File: config.mk
export PLATFORM = sky130hd
export DESIGN_NAME = uart_rx
export DESIGN_NICKNAME = d
export VERILOG_FILES = /design/src/rtl/uart_pkg.sv /design/src/rtl/uart_rx_sync.sv /design/src/rtl/uart_rx.sv
export SDC_FILE = /design/constraint.sdc
export NUM_CORES = 1
export LEC_CHECK = 0
export ABC_AREA = 1
export CAP_MARGIN = 30
export CORE_MARGIN = 3
export CORE_UTILIZATION = 49
export CTS_CLUSTER_DIAMETER = 30
export DETAILED_ROUTE_END_ITERATION = 7
export PLACE_DENSITY_LB_ADDON = 0.3
export SYNTH_ARGS = -nofsm -noshare
export SYNTH_HDL_FRONTEND = slang
export SYNTH_SLANG_ARGS = --single-unit
File: constraint.sdc
create_clock -name clk -period 1.2 [get_ports clk]
set_input_delay 0.36 -clock clk [delete_from_list [all_inputs] [get_ports clk]]
set_output_delay 0.36 -clock clk [all_outputs]
set_load 0.05 [all_outputs]
File: src/rtl/uart_pkg.sv
// ============================================================================
// Module      : uart_pkg
// Description : Shared UART types and defaults for the 8N1 receiver/transmitter.
// Revision    : 1.0 - initial release
// ============================================================================
`default_nettype none

package uart_pkg;

    typedef enum logic [1:0] {
        IDLE  = 2'd0,
        START = 2'd1,
        DATA  = 2'd2,
        STOP  = 2'd3
    } uart_state_t;

    localparam int UART_OVERSAMPLE = 16;
    localparam int UART_DATA_BITS  = 8;

    // Mid-bit sample point, counted from the start-bit detect tick
    localparam int UART_SAMPLE_IDX = UART_OVERSAMPLE / 2 - 1;

endpackage

`default_nettype wire

File: src/rtl/uart_rx_sync.sv
// ============================================================================
// Module      : uart_rx_sync
// Description : Two-flop synchronizer with asynchronous reset to RESET_VAL.
// Revision    : 1.0 - initial release
// ============================================================================
`default_nettype none

module uart_rx_sync #(
    parameter logic RESET_VAL = 1'b1
) (
    input  logic clk,
    input  logic rst,
    input  logic d,
    output logic q
);

    logic r_meta;
    logic r_sync;

    always_ff @(posedge clk or posedge rst) begin
        if (rst) begin
            r_meta <= RESET_VAL;
            r_sync <= RESET_VAL;
        end else begin
            r_meta <= d;
            r_sync <= r_meta;
        end
    end

    assign q = r_sync;

endmodule

`default_nettype wire

File: src/rtl/uart_rx.sv
// ============================================================================
// Module      : uart_rx
// Description : Oversampled 8N1 UART receiver with mid-bit sampling.
// Revision    : 1.0 - initial release
// ============================================================================
`default_nettype none

module uart_rx
    import uart_pkg::*;
#(
    parameter int OVERSAMPLE = UART_OVERSAMPLE,
    parameter int DATA_BITS  = UART_DATA_BITS
) (
    input  logic                 clk,
    input  logic                 rst,
    input  logic                 tick,
    input  logic                 rx,
    output logic [DATA_BITS-1:0] dout,
    output logic                 rx_done_tick,
    output logic                 frame_err
);

    localparam int c_cnt_w = $clog2(OVERSAMPLE);
    localparam int c_bit_w = $clog2(DATA_BITS + 1);

    localparam logic [c_cnt_w-1:0] c_sample_idx = c_cnt_w'(OVERSAMPLE / 2 - 1);
    localparam logic [c_cnt_w-1:0] c_cnt_max    = c_cnt_w'(OVERSAMPLE - 1);
    localparam logic [c_bit_w-1:0] c_last_bit   = c_bit_w'(DATA_BITS - 1);

    logic                 w_rx_s;
    uart_state_t          r_state;
    logic [c_cnt_w-1:0]   r_cnt;
    logic [c_bit_w-1:0]   r_bit_cnt;
    logic [DATA_BITS-1:0] r_shift;
    logic [DATA_BITS-1:0] r_dout;
    logic                 r_done;
    logic                 r_frame_err;

    uart_rx_sync #(
        .RESET_VAL (1'b1)
    ) u_sync (
        .clk (clk),
        .rst (rst),
        .d   (rx),
        .q   (w_rx_s)
    );

    always_ff @(posedge clk or posedge rst) begin
        if (rst) begin
            r_state     <= IDLE;
            r_cnt       <= '0;
            r_bit_cnt   <= '0;
            r_shift     <= '0;
            r_dout      <= '0;
            r_done      <= 1'b0;
            r_frame_err <= 1'b0;
        end else begin
            // Completion pulse lasts one clk regardless of tick spacing
            r_done <= 1'b0;
            if (tick) begin
                case (r_state)
                    IDLE: begin
                        if (!w_rx_s) begin
                            r_state <= START;
                            r_cnt   <= '0;
                        end
                    end
                    START: begin
                        if (r_cnt != c_sample_idx) begin
                            r_cnt <= r_cnt + 1'b1;
                        end else if (!w_rx_s) begin
                            r_state   <= DATA;
                            r_cnt     <= '0;
                            r_bit_cnt <= '0;
                        end else begin
                            r_state <= IDLE;
                        end
                    end
                    DATA: begin
                        if (r_cnt != c_cnt_max) begin
                            r_cnt <= r_cnt + 1'b1;
                        end else begin
                            r_shift   <= {w_rx_s, r_shift[DATA_BITS-1:1]};
                            r_cnt     <= '0;
                            r_bit_cnt <= r_bit_cnt + 1'b1;
                            if (r_bit_cnt == c_last_bit) begin
                                r_state <= STOP;
                            end
                        end
                    end
                    STOP: begin
                        if (r_cnt != c_cnt_max) begin
                            r_cnt <= r_cnt + 1'b1;
                        end else begin
                            r_dout      <= r_shift;
                            r_frame_err <= ~w_rx_s;
                            r_done      <= 1'b1;
                            r_cnt       <= '0;
                            r_state     <= IDLE;
                        end
                    end
                    default: begin
                        r_state <= IDLE;
                    end
                endcase
            end
        end
    end

    assign dout         = r_dout;
    assign rx_done_tick = r_done;
    assign frame_err    = r_frame_err;

endmodule

`default_nettype wire

==> results of run 1 <==
-- state kept, by name, summed over array words and instances, names as in the netlist, named ones only --
signal and cells:
r_cnt 4, u_sync.r_meta 1, rx_done_tick 1, dout 8, r_shift 8, r_bit_cnt 4
r_state 1, frame_err 1, u_sync.q 1
-- stage by stage --
step / hold WS [ps] / area (sq um) / setup TNS [ps]
2_1_floorplan: 345 / 1400 / -315
3_3_place_gp: 347 / 1810 / -9280
3_5_place_dp: 347 / 1810 / -10550
4_1_cts: 349 / 2010 / -2580
5_1_grt: 363 / 2200 / -6850
6_report: 352 / 2200 / -4540
-- cell families (layout without fill, tap and decap cells) --
family,count (synthesis),after routing,share of synthesized area (%)
compound gates,28,28,10.4
buf+inv,23,71,7.68
fa+ha+maj,2,2,1.81
flops,30,30,54.4
xor+xnor,2,2,1.26
simple gates,73,76,24.5
-- where the power goes --
part	total [mW]	leakage (nW)	switching [mW]	internal, mW
combinational	1.37	0.579	0.777	0.590
sequential	1.31	0.400	0.173	1.13
clock	0.790	0.0395	0.348	0.442
-- synthesized netlist by cell type --
| cell type | count | share of area (%) |
|---|---|---|
| sky130_fd_sc_hd__nand2_1 | 52 | 14 |
| sky130_fd_sc_hd__dfrtp_1 | 28 | 51 |
| sky130_fd_sc_hd__o21ai_1 | 20 | 7.2 |
| sky130_fd_sc_hd__inv_1 | 16 | 4.3 |
| sky130_fd_sc_hd__nand3_1 | 6 | 2.2 |
| sky130_fd_sc_hd__a21oi_1 | 4 | 1.4 |
| sky130_fd_sc_hd__nand2_2 | 4 | 1.8 |
| sky130_fd_sc_hd__inv_2 | 3 | 0.81 |
| sky130_fd_sc_hd__nor2_1 | 3 | 0.81 |
| sky130_fd_sc_hd__o21ai_0 | 3 | 1.1 |
| sky130_fd_sc_hd__buf_6 | 2 | 1.6 |
| sky130_fd_sc_hd__dfstp_2 | 2 | 3.8 |
| sky130_fd_sc_hd__ha_1 | 2 | 1.8 |
| sky130_fd_sc_hd__nand3_2 | 2 | 1.4 |
| sky130_fd_sc_hd__xor2_1 | 2 | 1.3 |
| sky130_fd_sc_hd__a211o_1 | 1 | 0.63 |
| sky130_fd_sc_hd__buf_4 | 1 | 0.54 |
| sky130_fd_sc_hd__clkbuf_2 | 1 | 0.36 |
| sky130_fd_sc_hd__nand4_1 | 1 | 0.45 |
| sky130_fd_sc_hd__nand4_4 | 1 | 1.5 |
| sky130_fd_sc_hd__nor2_2 | 1 | 0.45 |
| sky130_fd_sc_hd__nor2_4 | 1 | 0.81 |
| sky130_fd_sc_hd__or2_0 | 1 | 0.45 |
| sky130_fd_sc_hd__or2_2 | 1 | 0.45 |
-- worst min-delay path, delay by kind of cell --
| kind | cells | cell delay [ps] |
|---|---|---|
| buf+inv | 3 | 690 |
-- routing by layer --
metal / track usage (%) / part of all wire (%) / vias to the layer above
li1: - / - / 611
met1: 27.9 / 40 / 657
met2: 36.4 / 52 / 57
met3: 5.66 / 4.4 / 18
met4: 9.39 / 4.0 / 0
met5: 0 / 0 / -
-- layout make-up --
cell class | instances | area share (%)
Clock buffer | 7 | 2.05
Clock inverter | 1 | 1.37
Inverter | 19 | 3.48
Multi-Input combinational cell | 108 | 33.7
Sequential cell | 30 | 34.5
Tap cell | 30 | 1.71
Timing Repair Buffer | 44 | 23.2
-- final timing paths --
path                            cells after the start      endpoint  slack, ps          start
max in group asynchronous                           3      u_sync.q        610            rst
worst max-delay path                                8       dout[0]       -200       r_cnt[0]
worst min register to register                      0      u_sync.q        360  u_sync.r_meta
min in group clk                                    0      u_sync.q        360  u_sync.r_meta
worst max register to register                      8       dout[0]       -200       r_cnt[0]
worst min-delay path                                3  r_bit_cnt[3]        350            rst
-- repair_timing --
action,4_1_cts,5_1_grt
pin swaps,9,9
setup buffers,3,8
gates cloned,3,1
hold buffers,0,0
setup endpoints to repair,38,38
gates resized for setup,27,31
==> metrics.log, run 1 <==
[metrics] initial DRC count: 66
[metrics] antenna diode count: 0
[metrics] synthesized cell area: 1390 sq um
[metrics] Vias: 1343
[metrics] initial standard-cell utilization of the core: 53.5%
[metrics] leading cell type in the layout, fill and taps excluded: sky130_fd_sc_hd__nand2_1
[metrics] routed wirelength normalized by instance count: 18.2 um
[metrics] placeable core area: between 2000 and 3000 sq um
[metrics] hold violation total from the final report: 0
[metrics] violations in the final reports: setup timing
[metrics] gate count of the mapped netlist: 158
[metrics] total clock sinks: 30
[metrics] minimum setup slack after placement: -465 ps
[metrics] endpoint type of the worst setup path: flop
[metrics] number of different library cells in the post-synthesis netlist: 24
[metrics] number of buffers created by CTS: 5
[metrics] horizontal die dimension: 59.2 um
[metrics] count of synthesis-stage warnings from yosys: 0
[metrics] CTS max path bufs: 2
[metrics] Worst Path Buf+Inv: 3
[metrics] nets@finish: 214
[metrics] clock latency reported for the late side of the worst-skew pair: 330 ps
[metrics] Period Utilization, post-route: 116%
[metrics] area growth from synthesis to layout: 58.5%
[metrics] min cycle time layout: 1400 ps
[metrics] Max FO, Critical Path: 5
[metrics] clock tree from TritonCTS: yes
[metrics] LEAKAGE: between 1 and 1.5 nW
[metrics] vertical die dimension: 59.2 um
[metrics] layout cell share with drive strength beyond 1: 46.9%
[metrics] Critical Path Most Common Cell: sky130_fd_sc_hd__nand2_2
[metrics] Final Worst Setup Slack: -196 ps
[metrics] via density per instance: 5.62
[metrics] estimated wirelength of the detail-placed design: 2.06 mm
[metrics] register bit count reported by yosys: 30
[metrics] count of nets left with antenna violations after detail routing: 0
[metrics] global routing usage summed across all routing layers: about 22%
[metrics] tightest slew margin relative to the limit: 79.5%
[metrics] cells traversed along the worst timing path: ha_4 -> nand3_4 -> clkinv_4 -> buf_6 -> nand4_4 -> inv_2 -> nand2_2 -> nand2_2
[metrics] share of the yosys chip area belonging to registers: 54.4%
[metrics] number of cells in the design after placement: approximately 220
[metrics] most used cells in the layout excluding fill and tap cells: sky130_fd_sc_hd__nand2_1, sky130_fd_sc_hd__buf_4, sky130_fd_sc_hd__dfrtp_1
[metrics] clock edge transition at the registers on the reported setup and hold paths: 90 ps
[metrics] total area of sequential cells: 757 sq um
[metrics] Avg Inst Size Synth: 8.77 sq um
[metrics] CTS Root Buffer Type: sky130_fd_sc_hd__clkbuf_4
[metrics] worst-margin pin slew: 308 ps
[metrics] worst IR drop on VDD: between 1.5 and 2 mV
[metrics] filler cell count in the final layout: 123
[metrics] final setup violating endpoints: 38
[metrics] drc violations: 0
[metrics] FP Rows: 18
[metrics] initial antenna violation count: 0
[metrics] residual overflow from global routing: 0
[metrics] Hold WC Path Type: in2async
[metrics] Layout Utilization: 84.8%
[metrics] non-filler cells in the finished layout: 239
[metrics] crit-path leading delay family: flip-flops
[metrics] Placer Congestion: 0.909
[metrics] peak clock frequency supported by timing: 0.717 GHz
[metrics] unrepaired setup endpoints after global routing: true
[metrics] number of global-route vias before repair: ~1200
[metrics] total power draw: 3.46 mW
[metrics] pwr/cell area: 1580 nW/um^2
[metrics] Routed WL: ~4.3 mm
[metrics] Pre-Repair DR Iteration Count: 4
[metrics] reported max-cap violation count: 0
[metrics] global-route wire length before repair: 5.68 mm
[metrics] Top-Level Pins: 14
[metrics] Max Slew Vio Count: 0
[metrics] result of the run: complete, but fails checks
[metrics] footprint of the multi-input gates: ~740 sq um
[metrics] full die area: 3500 sq um
[metrics] data arrival time of the critical path: between 1500 and 2000 ps
[metrics] maximum number of pins on one net before global-route repair: 31
[metrics] number of buffer cells added on primary ports: 13
[metrics] critical path startpoint category: flop
[metrics] CTS H-tree depth: 2
[metrics] critical-path cell with the highest stage delay: sky130_fd_sc_hd__dfrtp_1
[metrics] Required @ worst endpoint: 1470 ps
[metrics] critical path type: reg2reg
[metrics] worst stage delay on the critical path: 420 ps
[metrics] net count of the mapped netlist: 164
[metrics] setup skew after layout: 5.33 ps
No activity file was read; power rests on OpenSTA's default activity.
==> run 2, diff against run 1 <==
Settings changed: PLACE_DENSITY set to 0.83, PLACE_DENSITY_LB_ADDON 0.3 to not set.
==> run 2 against run 1 <==
  * Largest cell class unchanged
  * Register-to-register slack gained 50 ps
  * Utilization shrank 3.9 points
  * The flow still finishes with violations (setup timing)
  * Maximum frequency grew 3.7%
  * Die area is the same
  * Combinational power shrank 4%
==> metrics.log, run 2 (synthesis gave the netlist of run 1 again) <==
[metrics] result of the run: complete, but fails checks
[metrics] violations in the final reports: setup timing
[metrics] reported max-cap violation count: 0 (unchanged)
[metrics] Final Worst Setup Slack: -145 ps (+50.2 ps)
[metrics] CTS H-tree depth: 2 (unchanged)
[metrics] final setup violating endpoints: 36 (-5.3%)
[metrics] estimated wirelength of the detail-placed design: 2.08 mm (+1.4%)
[metrics] peak clock frequency supported by timing: 0.743 GHz (+3.7%)
[metrics] Crit. Startpoint: r_cnt[0]
[metrics] post-placement cell area: 1810 sq um (unchanged)
[metrics] total clock sinks: 30 (unchanged)
[metrics] area growth from synthesis to layout: 51.3%
[metrics] final design area excluding fillers: 2100 sq um (-4.6%)
[metrics] critical-path cell with the highest stage delay: sky130_fd_sc_hd__dfrtp_1
[metrics] critical path type: reg2reg
[metrics] horizontal die dimension: 59.2 um (unchanged)
[metrics] worst-margin pin slew: 425 ps (+117 ps)
[metrics] initial DRC count: 45 (-32%)
[metrics] layout cell share with drive strength beyond 1: 43.6% (-3.3 points)
[metrics] number of buffers created by CTS: 5 (unchanged)
[metrics] LEAKAGE: 0.977 nW (-4.0%)
[metrics] most used cells in the layout excluding fill and tap cells: sky130_fd_sc_hd__nand2_1, sky130_fd_sc_hd__dfrtp_1, sky130_fd_sc_hd__buf_4
[metrics] setup skew after layout: 23.3 ps (+17.9 ps)
[metrics] Routed WL: 3.70 mm (-15%)
[metrics] Max FO, Critical Path: 9 (+4)
[metrics] initial antenna violation count: 0 (unchanged)
[metrics] pwr/cell area: 1570 nW/um^2 (-0.76%)
[metrics] non-filler cells in the finished layout: 232 (-2.9%)
[metrics] via density per instance: 5.38 (-4.3%)
[metrics] clock latency reported for the late side of the worst-skew pair: 350 ps (+20 ps)
[metrics] number of cells in the design after placement: 217 (unchanged)
[metrics] min cycle time layout: 1350 ps (-50.2 ps)
[metrics] maximum number of pins on one net before global-route repair: 31 (unchanged)
[metrics] nets@finish: 207 (-3.3%)
[metrics] hold buffer count at cts: 0 (unchanged)
[metrics] drc violations: 0 (unchanged)
[metrics] full die area: 3500 sq um (unchanged)
[metrics] residual overflow from global routing: 0 (unchanged)
[metrics] clock edge transition at the registers on the reported setup and hold paths: 110 ps (+20 ps)
[metrics] Top-Level Pins: 14 (unchanged)
[metrics] worst flop-to-flop path startpoint: r_cnt[0]
[metrics] count of nets left with antenna violations after detail routing: 0 (unchanged)
[metrics] Pre-Repair DR Iteration Count: 4 (unchanged)
[metrics] worst stage delay on the critical path: 400 ps (-20 ps)
[metrics] hold violation total from the final report: 0 (unchanged)
[metrics] unrepaired setup endpoints after global routing: true
[metrics] endpoint type of the worst setup path: flop
[metrics] antenna diode count: 0 (unchanged)
[metrics] Worst Path Buf+Inv: 1 (-2)
[metrics] critical path startpoint category: flop
[metrics] number of buffer cells added on primary ports: 13 (unchanged)
[metrics] crit-path leading delay family: simple AND/OR/NAND/NOR gates
[metrics] clock tree from TritonCTS: yes
[metrics] Required @ worst endpoint: 1410 ps (-60 ps)
[metrics] data arrival time of the critical path: 1560 ps (-110 ps)
[metrics] CTS max path bufs: 2 (unchanged)
[metrics] Placer Congestion: 0.876 (-3.6%)
[metrics] tightest slew margin relative to the limit: 71.7% (-7.8 points)
[metrics] leading cell type in the layout, fill and taps excluded: sky130_fd_sc_hd__nand2_1
[metrics] global-route wire length before repair: 5.40 mm (-4.9%)
[metrics] FP Rows: 18 (unchanged)
[metrics] Vias: 1248 (-7.1%)
[metrics] routed wirelength normalized by instance count: 16.0 um (-12%)
[metrics] filler cell count in the final layout: 152 (+24%)
[metrics] worst IR drop on VDD: 1.67 mV (-8.9%)
[metrics] total power draw: 3.28 mW (-5.3%)
[metrics] setup tns final: -2950 ps (+1590 ps)
[metrics] global routing usage summed across all routing layers: 21.1% (-1.1 points)
[metrics] initial standard-cell utilization of the core: 53.5% (unchanged)
[metrics] Period Utilization, post-route: 112% (-4.2 points)
[metrics] Max Slew Vio Count: 0 (unchanged)
[metrics] Hold WC Path Type: in2async
[metrics] CTS Root Buffer Type: sky130_fd_sc_hd__clkbuf_4
[metrics] cells traversed along the worst timing path: ha_4 -> nand3_4 -> inv_6 -> nand4_4 -> nand2_1 -> o21ai_1
[metrics] placeable core area: 2590 sq um (unchanged)
[metrics] number of global-route vias before repair: 1218 (-1.6%)
[metrics] vertical die dimension: 59.2 um (unchanged)
-- run 2: through the flow --
stage          worst slack [ps]  util [%]  hold WS, ps
2_1_floorplan             -59.8         -          345
3_3_place_gp               -424      69.7          348
3_5_place_dp               -475      69.7          349
4_1_cts                    -108      75.8          343
5_1_grt                    -207      80.9          368
6_report                   -145      80.9          331
-- run 2: area by class of cell --
| type | instances | area [sq um] | area share [%] |
|---|---|---|---|
| Clock buffer | 6 | 51.3 | 2.45 |
| Tap cell | 30 | 37.5 | 1.79 |
| Inverter | 19 | 76.3 | 3.64 |
| Sequential cell | 30 | 757 | 36.1 |
| Multi-Input combinational cell | 106 | 694 | 33.1 |
| Clock inverter | 2 | 12.5 | 0.597 |
| Timing Repair Buffer | 39 | 467 | 22.3 |
-- run 2: final timing paths --
kind,depth (start not counted),slack [ps],end
max in group asynchronous,3,600,u_sync.q
hold reg to reg,0,360,u_sync.q
hold / removal,3,330,r_bit_cnt[0]
setup reg to reg,6,-150,dout[1]
setup / recovery,6,-150,dout[1]
min in group clk,0,360,u_sync.q
-- run 2: worst min-delay path: cells and delay by family --
family	cells	cell delay [ps]
buffers and inverters	3	690
-- run 2: routing by layer --
metal / up-vias / share of wire (%) / GRT usage (%)
li1: 589 / - / -
met1: 609 / 41 / 24.3
met2: 40 / 51 / 35.8
met3: 10 / 5.9 / 7.19
met4: 0 / 2.0 / 8.74
met5: - / 0 / 0
-- run 2: power breakdown --
part	internal (mW)	leakage (nW)	switching, mW
registers	1.13	0.400	0.180
clock network	0.281	0.0343	0.374
logic	0.596	0.543	0.716
-- run 2: repair_timing --
action / in CTS / in global routing
gates cloned: 1 / 1
resized for setup: 16 / 28
pin swaps: 11 / 6
setup buffers: 4 / 1
endpoints found under the setup margin: 35 / 38
